## src/rtl/logic_gate_pkg.sv

```systemverilog
// Shared definitions for the logic gate unit: op encodings and op width.
// Latency: n/a (package only).
// Backpressure: n/a (package only).
package logic_gate_pkg;

  localparam int OP_W = 3;

  typedef enum logic [OP_W-1:0] {
    OP_AND  = 3'd0,
    OP_OR   = 3'd1,
    OP_NAND = 3'd2,
    OP_NOR  = 3'd3,
    OP_XOR  = 3'd4,
    OP_XNOR = 3'd5,
    OP_NOT  = 3'd6,  // NOT a, b ignored
    OP_BUF  = 3'd7   // pass a, b ignored
  } op_e;

endpackage

```

## src/rtl/gate_alu.sv

```systemverilog
// Bitwise gate evaluation of a and b selected by op.
// Latency: purely combinational (0 cycles).
// Backpressure: none, no handshake on this block.
// Ports: a, b (WIDTH operands), op (OP_W select), y (WIDTH result).
module gate_alu
  import logic_gate_pkg::*;
#(
  parameter int WIDTH = 8
) (
  input  logic [WIDTH-1:0] a,
  input  logic [WIDTH-1:0] b,
  input  logic [OP_W-1:0]  op,
  output logic [WIDTH-1:0] y
);

  always_comb begin
    y = '0;
    case (op_e'(op))
      OP_AND:  y = a & b;
      OP_OR:   y = a | b;
      OP_NAND: y = ~(a & b);
      OP_NOR:  y = ~(a | b);
      OP_XOR:  y = a ^ b;
      OP_XNOR: y = ~(a ^ b);
      OP_NOT:  y = ~a;
      OP_BUF:  y = a;
    endcase
  end

endmodule

```

## src/rtl/logic_gate_unit.sv

```systemverilog
// Two-stage valid/ready pipeline applying a bitwise gate op to a and b.
// Latency: 2 cycles input transfer to out_valid; one result per cycle sustained.
// Backpressure: out_ready=0 stalls S2, then S1; in_ready drops once both are full.
// Ports: clk, rst (sync, active-high); in_valid/in_ready with a, b, op;
//        out_valid/out_ready with y, y_op; count = saturating output transfer count.
module logic_gate_unit
  import logic_gate_pkg::*;
#(
  parameter int WIDTH = 8,
  parameter int CNT_W = 16
) (
  input  logic             clk,
  input  logic             rst,
  input  logic             in_valid,
  output logic             in_ready,
  input  logic [WIDTH-1:0] a,
  input  logic [WIDTH-1:0] b,
  input  logic [OP_W-1:0]  op,
  output logic             out_valid,
  input  logic             out_ready,
  output logic [WIDTH-1:0] y,
  output logic [OP_W-1:0]  y_op,
  output logic [CNT_W-1:0] count
);

  // Stage 1: captured operands
  logic             s1_vld;
  logic [WIDTH-1:0] s1_a;
  logic [WIDTH-1:0] s1_b;
  logic [OP_W-1:0]  s1_op;

  // Stage 2: registered result
  logic             s2_vld;
  logic [WIDTH-1:0] s2_y;
  logic [OP_W-1:0]  s2_op;

  logic [WIDTH-1:0] alu_y;
  logic             out_xfer;
  logic             s2_load;
  logic             s1_load;

  assign out_xfer = s2_vld & out_ready;
  assign s2_load  = ~s2_vld | out_xfer;
  // S1 can refill in the same cycle S2 drains it, giving full throughput.
  assign s1_load  = ~s1_vld | s2_load;
  assign in_ready = s1_load;

  gate_alu #(.WIDTH(WIDTH)) u_alu (
    .a  (s1_a),
    .b  (s1_b),
    .op (s1_op),
    .y  (alu_y)
  );

  always_ff @(posedge clk) begin
    if (rst) begin
      s1_vld <= 1'b0;
      s1_a   <= '0;
      s1_b   <= '0;
      s1_op  <= '0;
    end else if (s1_load) begin
      // Advancing with no new input leaves a bubble.
      s1_vld <= in_valid;
      if (in_valid) begin
        s1_a  <= a;
        s1_b  <= b;
        s1_op <= op;
      end
    end
  end

  always_ff @(posedge clk) begin
    if (rst) begin
      s2_vld <= 1'b0;
      s2_y   <= '0;
      s2_op  <= '0;
    end else if (s2_load) begin
      s2_vld <= s1_vld;
      if (s1_vld) begin
        s2_y  <= alu_y;
        s2_op <= s1_op;
      end
    end
  end

  always_ff @(posedge clk) begin
    if (rst) begin
      count <= '0;
    end else if (out_xfer && (count != {CNT_W{1'b1}})) begin
      count <= count + CNT_W'(1);
    end
  end

  assign out_valid = s2_vld;
  assign y         = s2_y;
  assign y_op      = s2_op;

endmodule

```

## config.mk

```make
export PLATFORM = sky130hd
export DESIGN_NAME = logic_gate_unit
export DESIGN_NICKNAME = d
export VERILOG_FILES = /design/src/rtl/logic_gate_pkg.sv /design/src/rtl/gate_alu.sv /design/src/rtl/logic_gate_unit.sv
export SDC_FILE = /design/constraint.sdc
export NUM_CORES = 1
export LEC_CHECK = 0
export CAP_MARGIN = 20
export CORE_MARGIN = 2
export CORE_UTILIZATION = 25
export CTS_BUF_LIST = sky130_fd_sc_hd__clkbuf_8
export DETAILED_ROUTE_END_ITERATION = 6
export SYNTH_ARGS = -nofsm -noshare
export SYNTH_HDL_FRONTEND = slang
export SYNTH_SLANG_ARGS = --single-unit
export TNS_END_PERCENT = 30
```

## constraint.sdc

```tcl
create_clock -name clk -period 1.89 [get_ports clk]
set_clock_uncertainty 0.15 [all_clocks]
set_input_delay 0.567 -clock clk [delete_from_list [all_inputs] [get_ports clk]]
set_output_delay 0.567 -clock clk [all_outputs]
set_load 0.01 [all_outputs]
```

Word-level counts from Yosys, hierarchy flattened
Cells that the tools add are included.
{"block": "word_totals", "in_bits": 23, "out_inout_bits": 29, "word_cells": 34, "reg_bits": 48}
{"block": "op_classes", "bitwise_logic": 12, "eq_ne": 8, "n_mux": 1, "n_addsub": 1, "n_reduce_logical": 4}
{"cell": "case mux 8 bit (8 select lines)", "count": 1}
{"cell": "NOT 8 bit", "count": 4}
{"cell": "adder 16 x 1 -> 16 bit, second input constant", "count": 1}
{"cell": "!= test 16 bit, second input constant", "count": 1}
{"cell": "== test 3 bit, second input constant", "count": 4}
{"cell": "AND 8 bit", "count": 1}
{"cell": "bitwise OR 8 bit", "count": 1}
{"cell": "bitwise XOR 8 bit", "count": 1}
{"cell": "== test 3 x 2 -> 1 bit, second input constant", "count": 2}
{"cell": "AND reduction 2 bit", "count": 2}
{"cell": "== test 3 x 1 -> 1 bit, second input constant", "count": 1}
{"cell": "zero test 3 bit", "count": 1}
{"cell": "NOT 1 bit", "count": 2}
{"cell": "bitwise OR 1 bit", "count": 2}
{"cell": "AND 1 bit", "count": 1}
{"cell": "logical AND 1 bit", "count": 1}

Logic depth before layout (Yosys ltp)
{"block": "depth", "word_depth": 4, "depth_mapped": 6, "ltp_nobuf": 6}

By module
A second synthesis with hierarchy kept.
{"block": "unflattened", "hier_cells": 338, "area_unflattened_um2": 2829.0}
{"mod": "logic_gate_unit", "seq_area_each_um2": 960.9, "cells_per_inst": 227, "instances": 1, "area_each_um2": 2029.4}
{"mod": "gate_alu", "seq_area_each_um2": 0.0, "cells_per_inst": 111, "instances": 1, "area_each_um2": 799.5}

Worst setup path before layout
OpenSTA, ideal clock, no wires.
{"block": "synth_path", "path_kind": "input-to-reg", "start": "input out_ready", "end": "register count[15]", "stages": 5, "required_time_ns": 1.670, "path_buffers": 1, "setup_ns": 0.070, "arrival_ns": 1.622, "setup_slack_ns": 0.048, "cell_sequence": "and4_1 > nand3_2 > buf_6 > or4_1 > a21oi_1"}
{"block": "synth_via", "elab_chain_cells": 2}
{"element": "start: declaration", "line": "logic_gate_unit.sv:20", "source": "input logic out_ready,"}
{"element": "AND 1 bit", "line": "logic_gate_unit.sv:42", "source": "assign out_xfer = s2_vld & out_ready;"}
{"element": "logical AND 1 bit", "line": "logic_gate_unit.sv:89", "source": "end else if (out_xfer && (count != {CNT_W{1'b1}})) begin"}
{"element": "end signal: assignment", "line": "logic_gate_unit.sv:90", "source": "count <= count + CNT_W'(1);"}
{"element": "end: declaration", "line": "logic_gate_unit.sv:23", "source": "output logic [CNT_W-1:0] count"}
Every way passes these cells.
A chain may end at the register's enable or synchronous reset.

Worst setup path after layout
{"block": "layout_path", "start": "input out_ready", "end": "output in_ready"}
{"block": "layout_via", "elab_chain_cells": 3}
{"element": "AND 1 bit", "line": "logic_gate_unit.sv:42"}
{"element": "bitwise OR 1 bit", "line": "logic_gate_unit.sv:43", "source": "assign s2_load = ~s2_vld | out_xfer;"}
{"element": "bitwise OR 1 bit", "line": "logic_gate_unit.sv:45", "source": "assign s1_load = ~s1_vld | s2_load;"}
{"element": "end: declaration", "line": "logic_gate_unit.sv:15", "source": "output logic in_ready,"}
Every way passes these cells.

==> reports/metrics.cfg <==
[clock_tree]
clk_pin_slew_ns = 0.10
numCtsBuffers = 5
clk_latency_ns = 0.31
ctsHoldBuffers = 0
cts_sinks = 48
cts_tree = yes
cts_max_path_buffers = 2
htree_num_levels = 2
ctsRootBufferMaster = clkbuf_8

[worst_setup_path]
r2r-end = count[10]
r2r-start = count[14]
ff2ff_setup_slack_ns = 0.05
worst-path-max-fanout = 2
startpoint_type = input pin
end_kind = output pin
crit_required_ns = 1.17
critPathKind = input pin to output pin
rr_worst_depth = 5
cp.arrival_ns = 1.14

[yosys]
ys_warn_count = 0
synthFlopType = dfxtp_1
avgSynthCellArea_um2 = 8.12
syn-num-nets = 391
synthesis.area_um2 = 2850
ys_seq_elements = 48
async_flop_share_pct = 0
synth_enable_flop_cells = 0
seq_area_frac_synth_pct = 33.7
synthesis.instances = 351
synth_cell_types = 39

[global_route]
antenna_found_initial = 0
grt_use_total_pct = 11.9
grt_pass1_vias = 2584
grt.overflow.total = 0
grt_pass1_wl_mm = 12.3
grt_start_max_net_pins = 35

[die]
coreArea_um2 = 11300
start_util_pct = 25.3
dieArea_um2 = 12300
row_count = 39
dieHeight_um = 111
fp.dieW_um = 111
pin_count = 52

[timing]
finalHoldViolCount = 0
setup_viol = 0
min_period_ns = 1.86
worst_slew_pin_slew_ns = 0.412
max_slew_margin_pct = 72.4
fin_setup_tns_ns = 0
fmax_mhz = 537
period_share_pct = 98.4
drv_slew = 0

[place]
gp_congestion = 0.835
buffer_ports.inserted = 51
place_inst = 552
dp_hpwl_mm = 5.64

[final_layout]
stdcell_count = 563
antenna_cells = 0
layout-area-overhead-vs-synth_pct = 35.9
finish.net_count = 459
drive_gt1_share_pct = 20.5
fillers = 1177

[flow_run]
cap_violations = 0

[route]
dr_wl_met2_mm = 3.56
wl_met3_um = 176
wl_met1_mm = 3.58
drt-pass1-iter-count = 4
vias = 2711
ant_nets = 0
wl_mm = 7.42
drcViolationCount = 0
post_drt_wl_per_cell_um = 13.2
top_layer = met4
viasPerCell = 4.82
first_iter_violations = 143

[power]
power.density_nw_per_um2 = 578
ir_drop_v = 0.000368
leakage_nw = 1.54

[worst_hold_path]
hold_class = flip-flop to flip-flop
min_from = count[7]
whs_path_depth = 1
hold_end = count[7]

[run_status]
status = finished clean

-- layer usage --
metal,vias to the layer above,global-route usage [%]
met5,-,0
met4,0,3.83
met3,8,1.75
met2,42,20.0
met1,1273,15.6
li1,1388,-
-- worst max-delay path by stage --
stage                    from        end  slack (ns)  cells past startpoint
finish              out_ready   in_ready        0.03                      3
global route        count[14]  count[10]       -0.03                      5
CTS                 count[11]  count[11]        -0.1                      1
detailed placement  out_ready   count[5]       -0.62                      6
global placement    out_ready  count[15]       -0.55                      6
floorplan           out_ready  count[15]        0.05                      5
-- layout make-up --
class | count | area (um^2) | share of cell area [%]
clock inverters | 3 | 46.3 | 1.19
inverters | 28 | 105 | 2.71
multi-input cells | 253 | 1740 | 45.0
clock buffers | 5 | 68.8 | 1.78
repair buffers | 83 | 751 | 19.4
flip-flops and latches | 48 | 983 | 25.4
well taps | 143 | 179 | 4.62
-- per-stage QoR --
stage	power, mW	setup WS, ns	cell area, um^2	hold slack (ns)	util [%]
after global placement	1.49	-0.552	3700	0.301	32.8
after detailed placement	1.51	-0.617	3700	0.311	32.8
final	2.24	0.0293	3880	0.314	34.4
after CTS	2.27	-0.0973	3850	0.315	34.1
after global routing	2.36	-0.0261	3880	0.331	34.4
after floorplan	1.34	0.0480	2850	0.303	-
-- registers in the layout, summed over array words and instances (netlist names) --
signal and count:
s1_a 8, s1_b 8, s1_op 3, y_op 3, y 8, out_valid 1
s1_vld 1, count 16
-- cells in the mapped netlist, types with 2 or more instances --
cell / n / area (um^2)
nand2_1: 54 / 203
dfxtp_1: 48 / 961
a21oi_1: 35 / 175
inv_1: 28 / 105
nor2_1: 18 / 67.6
ha_1: 17 / 213
mux2i_1: 17 / 170
o31ai_1: 12 / 90.1
a211oi_1: 11 / 82.6
clkbuf_1: 10 / 37.5
nand3b_1: 9 / 67.6
a22oi_1: 8 / 60.1
a31oi_1: 8 / 50.1
nand3_1: 8 / 40.0
nor2b_1: 8 / 50.1
o221a_2: 8 / 90.1
buf_2: 7 / 35.0
mux2_2: 7 / 78.8
buf_1: 4 / 15.0
nand4_1: 4 / 25.0
or4_1: 4 / 30.0
nor3_1: 3 / 15.0
or3_1: 3 / 18.8
and2_1: 2 / 12.5
and4_1: 2 / 17.5
nand2b_1: 2 / 12.5
o21ai_0: 2 / 10.0
-- critical path: stages --
cell           delay [ns]
dlygate4sd2_1        0.24
nand3b_1             0.18
buf_2                0.16
-- kinds of logic (layout without fill, tap and decap cells) --
| family | Yosys count | after routing | synth area share [%] |
|---|---|---|---|
| AOI/OAI and AO/OA | 87 | 87 | 21.2 |
| adders and majority gates | 17 | 17 | 7.46 |
| buffers and inverters | 51 | 119 | 7.42 |
| DFF | 48 | 48 | 33.7 |
| muxes | 24 | 24 | 8.73 |
| and+or+nand+nor | 124 | 125 | 21.5 |
-- cells in the final DEF (no fill, tap or decap), types with 2 or more instances in the layout --
cell,count
nand3b_1,9
a22oi_1,8
buf_4,29
buf_12,3
or4_1,4
nand2b_1,2
dfxtp_2,12
o31ai_1,12
inv_1,28
clkbuf_8,5
nand3_2,2
dlygate4sd2_1,28
dfxtp_4,2
clkdlybuf4s50_1,21
ha_1,16
and2_1,2
nor2b_1,7
o221a_2,8
a31oi_1,8
nand4_1,4
dfxtp_1,34
mux2i_1,17
nand3_1,7
nor3_2,2
o21ai_0,2
nand2_1,54
a21oi_1,35
or3_1,3
mux2_2,7
nor2_1,18
a211oi_1,10
-- where the power goes --
part           leakage, nW  internal [mW]  total [mW]  switching [mW]
Sequential           0.399           1.04        1.08          0.0355
Clock               0.0548          0.399       0.767           0.368
Combinational         1.09          0.199       0.391           0.192
Total                 1.54           1.64        2.24           0.596
-- timing repair --
item | in CTS | in global routing
gates resized for setup | 54 | 7
gates cloned | 1 | 0
pin swaps | 3 | 0
setup endpoints to repair | 50 | 23
setup buffers | 2 | 0
Note: power is estimated with default switching activity, not from simulation.
